[config.mk]
export PLATFORM = sky130hd
export DESIGN_NAME = neuron_mac
export DESIGN_NICKNAME = d
export VERILOG_FILES = /design/src/rtl/nn_fixed_pkg.sv /design/src/rtl/neuron_mac_q_saturate.sv /design/src/rtl/neuron_mac.sv
export SDC_FILE = /design/constraint.sdc
export NUM_CORES = 1
export LEC_CHECK = 0
export CORE_ASPECT_RATIO = 0.8
export CORE_MARGIN = 8
export CORE_UTILIZATION = 25
export DETAILED_ROUTE_END_ITERATION = 10
export DONT_BUFFER_PORTS = 1
export SKIP_LAST_GASP = 1
export SLEW_MARGIN = 20
export SYNTH_ARGS = -nofsm -noshare
export SYNTH_HDL_FRONTEND = slang
export SYNTH_SLANG_ARGS = --single-unit
[constraint.sdc]
create_clock -name clk -period 4.4 [get_ports clk]
set_input_delay 0.66 -clock clk [delete_from_list [all_inputs] [get_ports clk]]
set_output_delay 0.66 -clock clk [all_outputs]
set_load 0.01 [all_outputs]
[src/rtl/nn_fixed_pkg.sv]
// Shared Q5.6 fixed-point constants and the MAC handshake state type.
package nn_fixed_pkg;

  localparam int Q_INT  = 5;
  localparam int Q_FRAC = 6;
  localparam int Q_W    = 12;

  localparam int Q_MAX = 2047;
  localparam int Q_MIN = -2048;

  typedef enum logic {
    RUN  = 1'b0,
    HOLD = 1'b1
  } mac_state_t;

endpackage

[src/rtl/neuron_mac_q_saturate.sv]
// Combinational clip of a wide signed value into a narrow signed range with overflow flag.
module q_saturate #(
  parameter int IN_W  = 24,
  parameter int OUT_W = 12
) (
  input  logic signed [IN_W-1:0]  din,
  output logic signed [OUT_W-1:0] dout,
  output logic                    ovf
);

  localparam logic signed [IN_W-1:0] HI = {{(IN_W-OUT_W+1){1'b0}}, {(OUT_W-1){1'b1}}};
  localparam logic signed [IN_W-1:0] LO = {{(IN_W-OUT_W+1){1'b1}}, {(OUT_W-1){1'b0}}};

  // clip to the representable output range
  always_comb begin
    dout = din[OUT_W-1:0];
    ovf  = 1'b0;
    if (din > HI) begin
      dout = HI[OUT_W-1:0];
      ovf  = 1'b1;
    end else if (din < LO) begin
      dout = LO[OUT_W-1:0];
      ovf  = 1'b1;
    end else begin
      dout = din[OUT_W-1:0];
      ovf  = 1'b0;
    end
  end

endmodule

[src/rtl/neuron_mac.sv]
// Serial Q5.6 multiply-accumulate with saturated per-vector result.
// Define NEURON_MAC_ROUND_EN to round products half toward +inf instead of truncating.
module neuron_mac
  import nn_fixed_pkg::*;
#(
  parameter int DATA_W = 12,
  parameter int FRAC   = 6,
  parameter int MAX_N  = 64,
  parameter int ACC_W  = 24
) (
  input  logic                         clk,
  input  logic                         rst,
  input  logic                         s_valid,
  output logic                         s_ready,
  input  logic signed [DATA_W-1:0]     s_x,
  input  logic signed [DATA_W-1:0]     s_w,
  input  logic                         s_last,
  output logic                         m_valid,
  input  logic                         m_ready,
  output logic signed [DATA_W-1:0]     m_data,
  output logic                         m_sat,
  output logic                         m_err,
  output logic [$clog2(MAX_N+1)-1:0]   m_count
);

  localparam int CNT_W = $clog2(MAX_N+1);
  localparam int P_W   = 2*DATA_W;

  mac_state_t               state_r;
  logic signed [ACC_W-1:0]  acc_r;
  logic [CNT_W-1:0]         cnt_r;

  logic signed [P_W-1:0]    p_s;
  logic signed [P_W-1:0]    q_s;
  logic signed [ACC_W-1:0]  next_s;
  logic [CNT_W-1:0]         cnt_inc_s;
  logic                     eov_s;
  logic signed [DATA_W-1:0] sat_data_s;
  logic                     sat_ovf_s;

  assign p_s = s_x * s_w;

`ifdef NEURON_MAC_ROUND_EN
  localparam logic signed [P_W-1:0] HALF = {{(P_W-FRAC){1'b0}}, 1'b1, {(FRAC-1){1'b0}}};
  assign q_s = (p_s + HALF) >>> FRAC;
`else
  assign q_s = p_s >>> FRAC;
`endif

  assign next_s    = acc_r + ACC_W'(q_s);
  assign cnt_inc_s = cnt_r + CNT_W'(1);
  // a vector also ends when it reaches MAX_N beats without s_last
  assign eov_s     = s_last | (cnt_inc_s == CNT_W'(MAX_N));

  q_saturate #(
    .IN_W  (ACC_W),
    .OUT_W (DATA_W)
  ) u_sat (
    .din  (next_s),
    .dout (sat_data_s),
    .ovf  (sat_ovf_s)
  );

  // handshake FSM, accumulator and registered result
  always_ff @(posedge clk or posedge rst) begin
    if (rst) begin
      state_r <= RUN;
      acc_r   <= '0;
      cnt_r   <= '0;
      s_ready <= 1'b1;
      m_valid <= 1'b0;
      m_data  <= '0;
      m_sat   <= 1'b0;
      m_err   <= 1'b0;
      m_count <= '0;
    end else begin
      case (state_r)
        RUN: begin
          if (s_valid) begin
            if (eov_s) begin
              m_data  <= sat_data_s;
              m_sat   <= sat_ovf_s;
              m_err   <= ~s_last;
              m_count <= cnt_inc_s;
              m_valid <= 1'b1;
              s_ready <= 1'b0;
              acc_r   <= '0;
              cnt_r   <= '0;
              state_r <= HOLD;
            end else begin
              acc_r <= next_s;
              cnt_r <= cnt_inc_s;
            end
          end
        end
        HOLD: begin
          if (m_ready) begin
            m_valid <= 1'b0;
            s_ready <= 1'b1;
            state_r <= RUN;
          end
        end
        default: begin
          state_r <= RUN;
          s_ready <= 1'b1;
          m_valid <= 1'b0;
        end
      endcase
    end
  end

endmodule

==> results.ini <==
[route]
drtIter0Drc = 357
via_count = 7492
ant_nets = 0
first_pass_iters = 5
viasPerCell = 4.58
postRouteWirelength_mm = 23.6
wl_per_cell_um = 14.4
drc = 0

[worst_setup_path]
path_max_fanout = 11
cpLargestDelayFamily = adder cells
crit_required_ps = 4620
reg2reg_slack_ps = 1060
startpoint_type = primary input
rr_worst_depth = 11
setup.worst_path.end = m_data[5]
rr_endpoint = m_data[5]
worstSetupStartpoint = s_w[1]
cp_slowest_cell = fa_1
cp.buffers_inverters = 7
crit_path_end_kind = register
cp.arrival_ps = 7600
r2r-start = acc_r[4]
path_depth = 32
cpPeakStageDelay_ps = 520
crit_path_frequent_cell = fa_1
path_class = primary input to register

[global_route]
grt_max_degree = 56
grt_pass1_vias = 7745
grt_pass1_wl_mm = 39.0
track_usage_pct = 11.0
antenna_found_initial = 0
grt-ovfl-total = 0

[placement]
dpl_cell_area_um2 = 10800
dp_slack_ps = -3420
hpwl_mm = 19.0
gp_congestion = 0.803
port_buffers = 0

[yosys]
yosysSeqAreaShare_pct = 15.3
synth_seq_cells = 55
netlist_instances = 1020
synth_top_cell_by_area = fa_1
synth_top_area_share_pct = 30.6
yosysWarnings = 0
synth_edf_count = 0
netlist_area_um2 = 9020
synth.net_count = 1262
avgSynthCellArea_um2 = 8.84
synth_area_leaders = fa_1 (31%), dfrtp_1 (15%), ha_1 (10%), inv_1 (7.0%), nand2_1 (6.6%)
ys.flop_type = dfrtp_1
yosysUniqueCellTypes = 70
ys_async_sr_fraction_pct = 100

[cts]
clk_pin_slew_ps = 80
cts-root-buf = clkbuf_16
h-tree-depth = 2
cts_max_path_buffers = 2
cts_tree = built
clkSinkCount = 55
cts_made_buffers = 5
clkLatencyLatePin_ps = 300

[timing]
final.setup.worst_slack_ps = -2970
rsz0062_at_grt = true
fin_crit_sh_pct = 168
hold_slack_ps = 449
relSlewSlack_pct = 50.8
clock.fmax_ghz = 0.136
maxSlewViolCount = 0
tightest_slew_ps = 738
final_hold_viol_count = 0
period_minus_slack_ps = 7370
clock_skew_ps = 11.6
setup_violations = 35

[job]
max_cap_viol_count = 0

[floorplan]
fp.dieH_um = 186
coreArea_um2 = 35700
dieWidth_um = 228
rows = 62
start_util_pct = 25.3
dieArea_um2 = 42400
pin_count = 52

[cells_and_area]
syn2layout_area_growth_pct = 30.8
drive_gt1_share_pct = 28.2
utilization_pct = 33.1
diodes = 0
nets = 1397
fillers = 3688
fin_area_um2 = 11800
layout_commonest_cell = inv_1
layout.cells.most_common_list = inv_1 (158), nand2_1 (150), buf_4 (150)

[hold_path]
hp-class = primary input to async pin

[outcome]
status = finished with violations
violations = setup timing

==> cell usage after synthesis, drive strengths merged, types with 15 or more instances <==
library cell  number
a21o              15
a21oi             46
and2              46
clkbuf            34
dfrtp             54
fa               138
ha                75
inv              169
nand2            158
nor2              49
o21ai             55
xnor2             33
==> cell type report <==
| class | instances | area (µm²) | area share (%) |
|---|---|---|---|
| tap | 480 | 601 | 5.09 |
| sequential | 55 | 1380 | 11.7 |
| clock buffer | 5 | 125 | 1.06 |
| timing repair buffer | 165 | 1330 | 11.2 |
| multi-input combinational | 758 | 7700 | 65.3 |
| inverter | 170 | 638 | 5.41 |
| clock inverter | 3 | 27.5 | 0.233 |
==> per-stage QoR <==
| stage | cells | setup TNS, ps |
|---|---|---|
| finish | 1636 | -75180 |
| global route | 1636 | -84280 |
| CTS | 1624 | -76590 |
| detailed placement | 1608 | -89250 |
| global placement | 1608 | -86310 |
| floorplan | 1020 | -75080 |
==> timing repair <==
action                                  in CTS  in global routing
cloned                                       0                  1
endpoints found under the setup margin      36                 36
hold buffers                                 0                  0
hold endpoints to repair                     0                  0
pin swaps                                   29                 47
setup buffers                                9                 13
gates resized for setup                     58                 74
==> metal layers <==
layer / wire length, µm / track usage [%]
met5: 0 / 0
met4: 184 / 1.26
met3: 766 / 1.05
met2: 11700 / 19.2
met1: 10900 / 15.2
==> worst min-delay path by stage <==
stage | startpoint | to | slack (ps) | cells past startpoint
floorplan | acc_r[2] | acc_r[2] | 450 | 2
CTS | s_last | m_err | 440 | 1
global route | s_last | m_err | 440 | 1
detailed placement | acc_r[21] | acc_r[21] | 480 | 2
finish | rst | m_data[11] | 450 | 2
global placement | acc_r[0] | acc_r[0] | 480 | 2
==> state kept, by name, indices dropped and copies added (netlist names) <==
signal   flops
acc_r       24
cnt_r        7
m_err        1
m_sat        1
m_data      12
s_ready      1
state_r      1
m_count      7
m_valid      1
==> cell families (layout without fill, tap and decap cells) <==
logic type / Yosys count / after routing / share of synthesized area [%]
compound gates: 197 / 197 / 15.1
xor+xnor: 43 / 43 / 4.33
fa+ha+maj: 213 / 213 / 41.0
buf+inv: 207 / 343 / 8.77
flops: 55 / 55 / 15.3
mux: 1 / 1 / 0.111
simple gates: 304 / 304 / 15.3
Power is not shown: default switching activity piles up to over one toggle a cycle in this logic, so the estimate is an artifact.
